**config.mk**
```make
export PLATFORM = sky130hd
export DESIGN_NAME = crc32_stream_flat
export DESIGN_NICKNAME = d
export VERILOG_FILES = /design/src/rtl/crc32_stream_if.sv /design/src/rtl/crc32_stream.sv /design/src/flat_wrapper.sv
export SDC_FILE = /design/constraint.sdc
export NUM_CORES = 1
export LEC_CHECK = 0
export ABC_CLOCK_PERIOD_IN_PS = 9100
export CAP_MARGIN = 20
export CORE_MARGIN = 4
export CORE_UTILIZATION = 25
export DETAILED_ROUTE_END_ITERATION = 10
export RECOVER_POWER = 50
export SLEW_MARGIN = 20
export SYNTH_ARGS = -nofsm -noshare
export SYNTH_HDL_FRONTEND = slang
export SYNTH_SLANG_ARGS = --single-unit
```
**constraint.sdc**
```tcl
create_clock -name clk -period 9.1 [get_ports clk]
set_input_delay 1.82 -clock clk [delete_from_list [all_inputs] [get_ports clk]]
set_output_delay 1.82 -clock clk [all_outputs]
set_load 0.1 [all_outputs]
```
**src/rtl/crc32_stream_if.sv**
```systemverilog
// Stream-in / result-out bundle for crc32_stream.
// The master modport is the side that supplies beats and accepts results.
interface crc32_stream_if #(
    parameter int DATA_W = 32
);
    localparam int KEEP_W = DATA_W / 8;

    logic              s_valid;
    logic              s_ready;
    logic [DATA_W-1:0] s_data;
    logic [KEEP_W-1:0] s_keep;
    logic              s_last;
    logic              s_abort;
    logic              m_valid;
    logic              m_ready;
    logic [31:0]       m_crc;
    logic              m_ok;
    logic              busy;

    modport master (
        output s_valid, s_data, s_keep, s_last, s_abort, m_ready,
        input  s_ready, m_valid, m_crc, m_ok, busy
    );

    modport slave (
        input  s_valid, s_data, s_keep, s_last, s_abort, m_ready,
        output s_ready, m_valid, m_crc, m_ok, busy
    );
endinterface

```
**src/rtl/crc32_stream.sv**
```systemverilog
// Streaming reflected CRC-32 (0xEDB88320) over DATA_W-bit beats with partial last beat,
// abort, and a single-entry registered result carrying the FCS and residue check.

// One byte of the reflected CRC update; a disabled lane passes the register through.
module crc32_lane (
    input  logic        en,
    input  logic [7:0]  data,
    input  logic [31:0] crc_in,
    output logic [31:0] crc_out
);
    logic [31:0] c;

    always_comb begin
        c = crc_in ^ {24'h0, data};
        for (int b = 0; b < 8; b++) begin
            c = c[0] ? ((c >> 1) ^ 32'hEDB88320) : (c >> 1);
        end
        crc_out = en ? c : crc_in;
    end
endmodule

module crc32_stream #(
    parameter int DATA_W = 32
) (
    input  logic          clk,
    input  logic          rst,
    crc32_stream_if.slave bus
);
    localparam int          KEEP_W   = DATA_W / 8;
    localparam logic [31:0] CRC_INIT = 32'hFFFFFFFF;
    localparam logic [31:0] RESIDUE  = 32'hDEBB20E3;

    logic                   accept;
    logic                   frame_end;
    logic [31:0]            crc;
    logic [31:0]            next_crc;
    logic [KEEP_W-1:0]      lane_en;
    logic [KEEP_W:0][31:0]  chain;
    logic                   busy_q;
    logic                   m_valid_q;
    logic [31:0]            m_crc_q;
    logic                   m_ok_q;

    assign bus.s_ready = ~m_valid_q | bus.m_ready;
    assign accept      = bus.s_valid & bus.s_ready;
    assign frame_end   = bus.s_last | bus.s_abort;

    // Lane enables are a running AND of keep from lane 0, so the first zero
    // truncates the beat; keep only matters on the last beat.
    always_comb begin
        logic run;
        run     = 1'b1;
        lane_en = '0;
        for (int i = 0; i < KEEP_W; i++) begin
            run        = run & (bus.s_keep[i] | ~bus.s_last);
            lane_en[i] = run;
        end
    end

    assign chain[0] = crc;

    for (genvar i = 0; i < KEEP_W; i++) begin : g_lane
        crc32_lane u_lane (
            .en      (lane_en[i]),
            .data    (bus.s_data[8*i +: 8]),
            .crc_in  (chain[i]),
            .crc_out (chain[i+1])
        );
    end

    assign next_crc = chain[KEEP_W];

    always_ff @(posedge clk) begin
        if (rst) begin
            crc       <= CRC_INIT;
            busy_q    <= 1'b0;
            m_valid_q <= 1'b0;
            m_crc_q   <= 32'h0;
            m_ok_q    <= 1'b0;
        end else begin
            // Reload on frame end so the next frame may start on the very next beat.
            if (accept) begin
                crc    <= frame_end ? CRC_INIT : next_crc;
                busy_q <= ~frame_end;
            end
            if (accept && bus.s_last && !bus.s_abort) begin
                m_valid_q <= 1'b1;
                m_crc_q   <= ~next_crc;
                m_ok_q    <= (next_crc == RESIDUE);
            end else if (bus.m_ready) begin
                m_valid_q <= 1'b0;
            end
        end
    end

    assign bus.m_valid = m_valid_q;
    assign bus.m_crc   = m_crc_q;
    assign bus.m_ok    = m_ok_q;
    assign bus.busy    = busy_q;
endmodule
```
**src/flat_wrapper.sv**
```systemverilog
// flat-port wrapper written by rule: the top's interface ports become plain ports
module crc32_stream_flat 
#(
    parameter int DATA_W = 32
)
  (clk, rst, bus_s_valid, bus_s_data, bus_s_keep, bus_s_last, bus_s_abort, bus_m_ready, bus_s_ready, bus_m_valid, bus_m_crc, bus_m_ok, bus_busy);
  crc32_stream_if #(.DATA_W(DATA_W)) bus_i ();
  input  logic clk;
  input  logic rst;
  input wire logic [$bits(bus_i.s_valid)-1:0] bus_s_valid;
  input wire logic [$bits(bus_i.s_data)-1:0] bus_s_data;
  input wire logic [$bits(bus_i.s_keep)-1:0] bus_s_keep;
  input wire logic [$bits(bus_i.s_last)-1:0] bus_s_last;
  input wire logic [$bits(bus_i.s_abort)-1:0] bus_s_abort;
  input wire logic [$bits(bus_i.m_ready)-1:0] bus_m_ready;
  output wire logic [$bits(bus_i.s_ready)-1:0] bus_s_ready;
  output wire logic [$bits(bus_i.m_valid)-1:0] bus_m_valid;
  output wire logic [$bits(bus_i.m_crc)-1:0] bus_m_crc;
  output wire logic [$bits(bus_i.m_ok)-1:0] bus_m_ok;
  output wire logic [$bits(bus_i.busy)-1:0] bus_busy;
  assign bus_i.s_valid = bus_s_valid;
  assign bus_i.s_data = bus_s_data;
  assign bus_i.s_keep = bus_s_keep;
  assign bus_i.s_last = bus_s_last;
  assign bus_i.s_abort = bus_s_abort;
  assign bus_i.m_ready = bus_m_ready;
  assign bus_s_ready = bus_i.s_ready;
  assign bus_m_valid = bus_i.m_valid;
  assign bus_m_crc = bus_i.m_crc;
  assign bus_m_ok = bus_i.m_ok;
  assign bus_busy = bus_i.busy;
  crc32_stream #(.DATA_W(DATA_W)) u_core (.clk(clk), .rst(rst), .bus(bus_i));
endmodule
```
==> summary.md <==
| Metric | Value |
|---|---|
| Synth unique cells | 72 |
| Worst skew pair latency | 330 ps |
| Post-Layout Cell Count | 1,385 |
| Core Region | 31,470 um^2 |
| Reg clk slew, reported paths | 50 ps |
| Max-Cap Viols | 0 |
| Vias per inst | 5.022 |
| Wire length per cell | 20.39 um |
| Clk buf depth | 2 |
| Critical path data required time | 9340 ps |
| Initial drt markers | 682 |
| CP Class | in -> reg |
| Worst-path maximum fanout | 8 |
| Commonest non-fill, non-tap cell in the layout | xnor2_1 |
| Proportion of layout cells with a drive suffix above 1 | 7.935% |
| Largest net degree at the start of global routing | 42 |
| Post-CTS repair timing setup buffer count | 0 |
| Worst slew pin tran | 1046 ps |
| Most frequent CP cell | xor2_1 |
| DRC viols | 0 |
| Async S/R FF share, synth | 0% |
| Post-synthesis sequential area ratio | 16.85% |
| Via count | 6,956 |
| Routability cong. | 0.9767 |
| Crit-path leading delay family | XOR/XNOR gates |
| Filler cell count | 3,281 |
| CTS Hold Buffers Added | 0 |
| Synth Instances | 918 |
| Hpwl dp | 22,980 um |
| 1st-pass router iterations | 5 |
| Critical path capture point type | register |
| Port Buf Inserts | 77 |
| # rows | 65 |
| Post-cts sizing count | 0 |
| Antenna violations before repair | 0 |
| Setup TNS | 0 ps |
| Final setup viols | 0 |
| Total global-route track usage | 15.71% |
| Yosys top cell area share | 16.85% |
| Max incr delay on CP | 660 ps |
| CTS H-Tree Depth | 3 |
| First-pass GRT wire length | 42,320 um |
| Part of the cycle the worst path needs | 92.71% |
| Post-synthesis average cell area | 8.670 um^2 |
| Initial Util | 25.29% |
| Max-slew violations | 0 |
| Yosys Warn Count | 0 |
| Final hold vios | 0 |
| Flops & latches, synth | 67 |
| EDFF count, synth | 0 |
| CP Buf/Inv Count | 2 |
| Status | finished clean |
| Max_slew headroom | 29.53% |
| RSZ-0062 raised after global routing | no |
| Syn Nets | 960 |
| Die X-Extent | 186.4 um |
| Skew final | 6.505 ps |
| Peak Freq | 118.5 MHz |
| Post-DRT Antenna Nets | 0 |
| Top FF cell, synth | dfxtp_1 |
| Area leader, netlist | dfxtp_1 |
| Crit path DAT | 8680 ps |
| Final wirelength | 28,250 um |
| CTS tree | done |
| Placed cell count | 1,371 |
| Die H | 186.4 um |
| Commonest cells after routing, fill and taps aside | xnor2_1 (151), nand2_1 (94), nor2_1 (91), dfxtp_1 (67), a21oi_1 (58) |
| Hold crit path type | reg -> reg |
| Area Growth Syn to Fin | 18.69% |
| Final Net Count | 1,022 |
| Number of global-route vias before repair | 6,697 |
| Startpoint Class | primary input |
| Diodes inserted | 0 |
| Cells along the critical path | dlygate4sd3_1 > xor2_1 > xor2_1 > xnor3_1 > a211oi_2 > nor3_4 > xnor3_1 > o21ai_2 > nor3b_1 > nor3b_1 > or4_4 > a2111oi_4 > buf_4 > xnor3_2 > xor2_1 > xnor2_1 > o221ai_1 > nand3_1 > o31ai_1 |
| # IOs | 78 |
| Mapped Area | 7959 um^2 |
| GRT overflow | 0 |
| Die Area | 34,750 um^2 |
| Max stage delay cell, worst path | xor2_1 |
| Root Buffer | clkbuf_16 |
| CTS Buf Count | 9 |
| CTS Sinks | 67 |
| Final Critical Period | 8437 ps |
| Synth area leaders | dfxtp_1 (17%), xnor2_1 (17%), xnor3_1 (11%), mux2i_1 (6.0%), xor2_1 (5.6%) |
Yosys cell counts (12+ instances only):
cell type    n
a211oi_1    23
a21oi_1     58
clkbuf_1    39
dfxtp_1     67
mux2i_1     48
nand2_1     94
nand3_1     15
nor2_1      93
nor3_1      12
o21ai_0     30
o22ai_1     27
xnor2_1    150
xnor2_2     12
xnor3_1     39
xor2_1      51
xor3_1      12
registers in the layout (all words and copies together), names as in the netlist:
register / flops
u_core.bus.busy: 1
u_core.bus.m_crc: 32
u_core.bus.m_ok: 1
u_core.bus.m_valid: 1
u_core.crc: 32
metal layers:
| metal | global-route usage [%] | vias up | part of all wire (%) |
|---|---|---|---|
| met5 | 0 | - | 0 |
| met4 | 4.977 | 0 | 3.6 |
| met1 | 20.56 | 3312 | 43 |
| met2 | 26.68 | 255 | 48 |
| li1 | - | 3336 | - |
| met3 | 2.525 | 53 | 6.1 |
cell type report:
cell class	instances	area, um^2	share of cell area [%]
Inverter	4	15.01	0.1589
Clock buffer	12	256.5	2.715
Clock inverter	2	12.51	0.1325
Timing Repair Buffer	98	924.6	9.788
Multi-Input combinational cell	800	6394	67.68
Sequential cell	67	1341	14.20
Tap cell	402	503.0	5.324
per-stage QoR:
step | hold WS, ps | cell area, um^2 | setup WS, ps | utilization (%)
after floorplan | 456.5 | 7959 | 1941 | -
after global placement | 457.5 | 9211 | 803.1 | 29.27
after detailed placement | 457.4 | 9211 | 674.4 | 29.27
after CTS | 464.9 | 9480 | 994.1 | 30.12
after global routing | 487.4 | 9447 | 312.7 | 30.01
final | 457.4 | 9447 | 663.3 | 30.01
kinds of logic (layout without fill, tap and decap cells):
family          after synthesis  in the layout  share of synthesized area [%]
flops                        67             67                          16.85
buf+inv                      51            116                          2.594
mux                          52             52                          6.744
xor+xnor                    271            271                          41.42
simple gates                290            290                          17.36
compound gates              187            187                          15.03
path summary, 6_finish.rpt:
path / end / slack [ps] / depth (start not counted) / startpoint
setup / recovery: u_core.bus.m_ok / 660 / 19 / bus_s_data[1]
hold reg to reg: u_core.bus.m_crc[21] / 460 / 2 / u_core.bus.m_crc[21]
hold / removal: u_core.bus.m_crc[21] / 460 / 2 / u_core.bus.m_crc[21]
setup reg to reg: u_core.bus.m_ok / 2210 / 18 / u_core.crc[1]
worst min-delay path, cell delays in order, from the launching register on:
cell and delay, ps:
dfxtp_1 310, nand2_1 50, a21oi_1 50
Power is left out: the tool's default activity adds up to more than one toggle a clock period on the data nets, which glitch-free logic cannot reach.
